**src/rtl/skid_pkg.sv**
```systemverilog
// Shared types for the two-entry skid buffer: FSM state encoding and occupancy mapping.
package skid_pkg;

    typedef enum logic [1:0] {
        SK_EMPTY = 2'b00,
        SK_ONE   = 2'b01,
        SK_TWO   = 2'b11
    } skid_state_e;

    localparam int SK_CNT_W = 2;

    function automatic logic [SK_CNT_W-1:0] state_count(input skid_state_e s);
        case (s)
            SK_ONE:  return 2'd1;
            SK_TWO:  return 2'd2;
            default: return 2'd0;
        endcase
    endfunction

endpackage

```
**src/rtl/skid_data_reg.sv**
```systemverilog
// WIDTH-bit payload register with synchronous active-high clear and load enable.
module skid_data_reg #(
    parameter int WIDTH = 10
) (
    input  logic             clk,
    input  logic             reset,
    input  logic             en,
    input  logic [WIDTH-1:0] d,
    output logic [WIDTH-1:0] q
);

    logic [WIDTH-1:0] data_q;

    always_ff @(posedge clk) begin
        if (reset)   data_q <= '0;
        else if (en) data_q <= d;
    end

    assign q = data_q;

endmodule

```
**src/rtl/skid_pipe_reg.sv**
```systemverilog
// Two-entry valid/ready skid buffer with registered in_ready.
// Optional SKID_FLUSH_EN adds a flush input that empties the buffer.
module skid_pipe_reg
    import skid_pkg::*;
#(
    parameter int WIDTH = 10
) (
    input  logic                clk,
    input  logic                reset,
    input  logic                in_valid,
    input  logic [WIDTH-1:0]    in_data,
    output logic                in_ready,
    output logic                out_valid,
    output logic [WIDTH-1:0]    out_data,
    input  logic                out_ready,
`ifdef SKID_FLUSH_EN
    input  logic                flush,
`endif
    output logic [SK_CNT_W-1:0] count
);

    skid_state_e         state_q, state_d;
    logic                in_ready_q, in_ready_d;
    logic [SK_CNT_W-1:0] count_q, count_d;
    logic                in_fire, out_fire, do_flush;
    logic                main_en, skid_en;
    logic [WIDTH-1:0]    main_d, main_q, skid_q;

`ifdef SKID_FLUSH_EN
    assign do_flush = flush;
`else
    assign do_flush = 1'b0;
`endif

    assign out_valid = (state_q != SK_EMPTY);
    assign in_fire   = in_valid & in_ready_q;
    assign out_fire  = out_valid & out_ready;

    always_comb begin
        state_d = state_q;
        main_en = 1'b0;
        skid_en = 1'b0;
        main_d  = in_data;
        case (state_q)
            SK_EMPTY: begin
                if (in_fire) begin
                    state_d = SK_ONE;
                    main_en = 1'b1;
                end
            end
            SK_ONE: begin
                if (in_fire && out_fire) begin
                    main_en = 1'b1;
                end else if (in_fire) begin
                    state_d = SK_TWO;
                    skid_en = 1'b1;
                end else if (out_fire) begin
                    state_d = SK_EMPTY;
                end
            end
            SK_TWO: begin
                // in_ready is low here, so only the drain side can move
                if (out_fire) begin
                    state_d = SK_ONE;
                    main_en = 1'b1;
                    main_d  = skid_q;
                end
            end
            default: state_d = SK_EMPTY;
        endcase
        if (do_flush) begin
            state_d = SK_EMPTY;
            main_en = 1'b0;
            skid_en = 1'b0;
        end
        in_ready_d = (state_d != SK_TWO);
        count_d    = state_count(state_d);
    end

    always_ff @(posedge clk) begin
        if (reset) begin
            state_q    <= SK_EMPTY;
            in_ready_q <= 1'b1;
            count_q    <= '0;
        end else begin
            state_q    <= state_d;
            in_ready_q <= in_ready_d;
            count_q    <= count_d;
        end
    end

    skid_data_reg #(.WIDTH(WIDTH)) u_main (
        .clk   (clk),
        .reset (reset),
        .en    (main_en),
        .d     (main_d),
        .q     (main_q)
    );

    skid_data_reg #(.WIDTH(WIDTH)) u_skid (
        .clk   (clk),
        .reset (reset),
        .en    (skid_en),
        .d     (in_data),
        .q     (skid_q)
    );

    assign in_ready = in_ready_q;
    assign out_data = main_q;
    assign count    = count_q;

endmodule

```
**config.mk**
```make
export PLATFORM = sky130hd
export DESIGN_NAME = skid_pipe_reg
export DESIGN_NICKNAME = d
export VERILOG_FILES = /design/src/rtl/skid_pkg.sv /design/src/rtl/skid_data_reg.sv /design/src/rtl/skid_pipe_reg.sv
export SDC_FILE = /design/constraint.sdc
export NUM_CORES = 1
export LEC_CHECK = 0
export ABC_AREA = 1
export CORE_ASPECT_RATIO = 1.25
export CORE_MARGIN = 4
export CORE_UTILIZATION = 50
export CTS_CLUSTER_DIAMETER = 100
export DETAILED_ROUTE_END_ITERATION = 8
export MAX_ROUTING_LAYER = met4
export PLACE_DENSITY = 0.87
export SETUP_SLACK_MARGIN = 0.5
export SLEW_MARGIN = 20
export SYNTH_ARGS = -nofsm -noshare
export SYNTH_HDL_FRONTEND = slang
export SYNTH_SLANG_ARGS = --single-unit
```
**constraint.sdc**
```tcl
create_clock -name clk -period 2.4 [get_ports clk]
set_input_delay 0.48 -clock clk [delete_from_list [all_inputs] [get_ports clk]]
set_output_delay 0.48 -clock clk [all_outputs]
set_load 0.03 [all_outputs]
```
==> results.json <==
{
  "drt_pass1_iterations": 4,
  "clk_pin_slew_ns": 0.12,
  "cts-resized-gates": 1,
  "grt_pass1_vias": 795,
  "synth_cells": 165,
  "dr_total_vias": 953,
  "fin_tns_setup_ns": 0,
  "fillers": 183,
  "pwr-share-clk": 0.219,
  "grt_max_degree": 21,
  "period_minus_slack_ns": 1.84,
  "clock-sinks": 25,
  "first_iter_violations": 10,
  "ant_nets": 0,
  "status": "completed",
  "cts_root_buffer": "clkbuf_4",
  "report.final.slew_viol_count": 0,
  "irDropWorstVdd_mv": 0.402,
  "timing.final.crit_share": 0.768,
  "clock-skew-final_ns": 0.00351,
  "ys_ff_latch": 25,
  "cts_buffers": 3,
  "finalHoldViolCount": 0,
  "synth_seq_area_share": 0.460,
  "yosysWarnings": 0,
  "path_cells": "clkdlybuf4s50_1",
  "comb_power_share": 0.222,
  "cp.required_ns": 1.92,
  "die_w_um": 49.7,
  "critPathSlowestCell": "clkdlybuf4s50_1",
  "start_util": 0.536,
  "synth_area_um2": 1090,
  "crit_type": "reg2out",
  "drive_gt1_frac": 0.0476,
  "max_stage_delay_ns": 0.69,
  "post-cts-setup-buffer-count": 0,
  "io_pins": 28,
  "grtUsageTotal": 0.143,
  "setup_violations": 0,
  "postRouteWirelength_mm": 2.00,
  "cp-start-kind": "flop",
  "wl_per_cell_um": 9.55,
  "overflow": 0,
  "end_kind": "output pin",
  "areaGrowthSynthToFinish_pct": 25.2,
  "drcViolationCount": 0,
  "switching_power_w": 0.000228,
  "gp_congestion": 0.771,
  "cts_tree": "built",
  "critPathTopFamily": "buffers and inverters",
  "core-area_um2": 2030,
  "p_total_w": 0.000810,
  "htree_levels": 1,
  "dp_hpwl_mm": 1.50,
  "diodes": 0,
  "pwr-share-seq": 0.559,
  "port_buffers": 27,
  "crit_fanout": 3,
  "power_switching_share": 0.281,
  "setup_ws_ns": 0.556,
  "ff2ff_setup_slack_ns": 0.96,
  "synth_cell_types": 15,
  "placementRows": 18,
  "min_path_type": "reg2reg",
  "viasPerCell": 4.56,
  "synth_nets": 179,
  "die-area_um2": 2990,
  "max_freq_ghz": 0.542,
  "post-place-ws_ns": 0.325,
  "slew_headroom": 0.621,
  "p_int_w": 0.000582,
  "grt_setup_unrepaired": "false",
  "dieHeight_um": 60.1,
  "cp.buffers_inverters": 1,
  "antenna_found_initial": 0,
  "drv_cap": 0,
  "clockBufferDepth": 2,
  "power.density_nw_per_um2": 595,
  "nNetsFinal": 204,
  "insertion_delay_ns": 0.30,
  "crit_arrival_ns": 1.36,
  "hold_buffers": 0,
  "worst_pin_slew_ns": 0.568,
  "grt_pass1_wl_mm": 3.26,
  "syn_avg_cell_area_um2": 6.59,
  "p_leak_nw": 0.606
}
-- power groups by stage --
stage / Sequential (W) / Combinational [W] / Clock [W]
2_1_floorplan: 0.000496 / 0.0000809 / 0
3_3_place_gp: 0.000462 / 0.000178 / 0
3_5_place_dp: 0.000463 / 0.000181 / 0
4_1_cts: 0.000453 / 0.000180 / 0.000184
5_1_grt: 0.000457 / 0.000198 / 0.000205
6_report: 0.000453 / 0.000180 / 0.000177
-- tightest hold or removal path, cell delays in order (launching register included) --
cell and delay [ns]:
dfxtp_1 0.33, nor2_1 0.09, nor2_1 0.05
-- area by class of cell --
class / instances / area, µm² / area share
Clock buffer: 4 / 26.3 / 0.0193
Tap cell: 20 / 25.0 / 0.0184
Multi-Input combinational cell: 107 / 443 / 0.325
Sequential cell: 25 / 500 / 0.368
Inverter: 26 / 97.6 / 0.0717
Timing Repair Buffer: 27 / 269 / 0.198
-- through the flow --
stage / hold WS [ns] / area, µm² / instances / utilization
global route: 0.513 / 1360 / 209 / 0.672
global placement: 0.462 / 1340 / 205 / 0.659
floorplan: 0.455 / 1090 / 165 / -
finish: 0.497 / 1360 / 209 / 0.672
CTS: 0.501 / 1360 / 209 / 0.672
detailed placement: 0.474 / 1340 / 205 / 0.659
-- final timing paths --
path | start | to | depth (start not counted)
hold / removal | u_skid.q[9] | u_skid.q[9] | 2
setup / recovery | in_ready | in_ready | 1
hold reg to reg | u_skid.q[9] | u_skid.q[9] | 2
setup reg to reg | state_q[1] | u_main.q[9] | 4
-- cell usage after synthesis, drive strengths merged --
cell / count / area, µm²
nor2: 45 / 176
nand2: 38 / 145
dfxtp: 25 / 500
inv: 25 / 93.8
o21ai: 21 / 105
buf: 6 / 42.5
nand3: 2 / 10.0
a31oi: 1 / 6.26
clkbuf: 1 / 3.75
clkinv: 1 / 3.75
-- kinds of logic after synthesis --
logic type | share of synthesized area
and+or+nand+nor | 0.305
DFF | 0.460
buffers and inverters | 0.132
AOI/OAI and AO/OA | 0.102
-- routing by layer --
layer	track usage	wire length [µm]	vias up
li1	-	-	538
met1	0.178	945	389
met2	0.238	934	24
met3	0.0224	99	2
met4	0.0474	15	0
met5	-	0	-
-- state kept, by name, summed over array words and instances, names as in the netlist --
signal	count
u_main.q	10
u_skid.q	10
count	2
state_q	2
in_ready	1
-- cell usage in the layout (no fill, tap or decap) --
cell / n
o21ai_0: 11
a31oi_1: 1
nand2_1: 37
clkinv_1: 1
dlygate4sd2_1: 1
nand2_2: 1
dfxtp_1: 25
nand3_1: 2
clkbuf_1: 1
nor2_1: 44
o21ai_1: 10
nor2_4: 1
inv_2: 4
clkdlybuf4s50_1: 26
clkbuf_4: 3
inv_1: 21
Note: power is estimated with default switching activity, not from simulation.
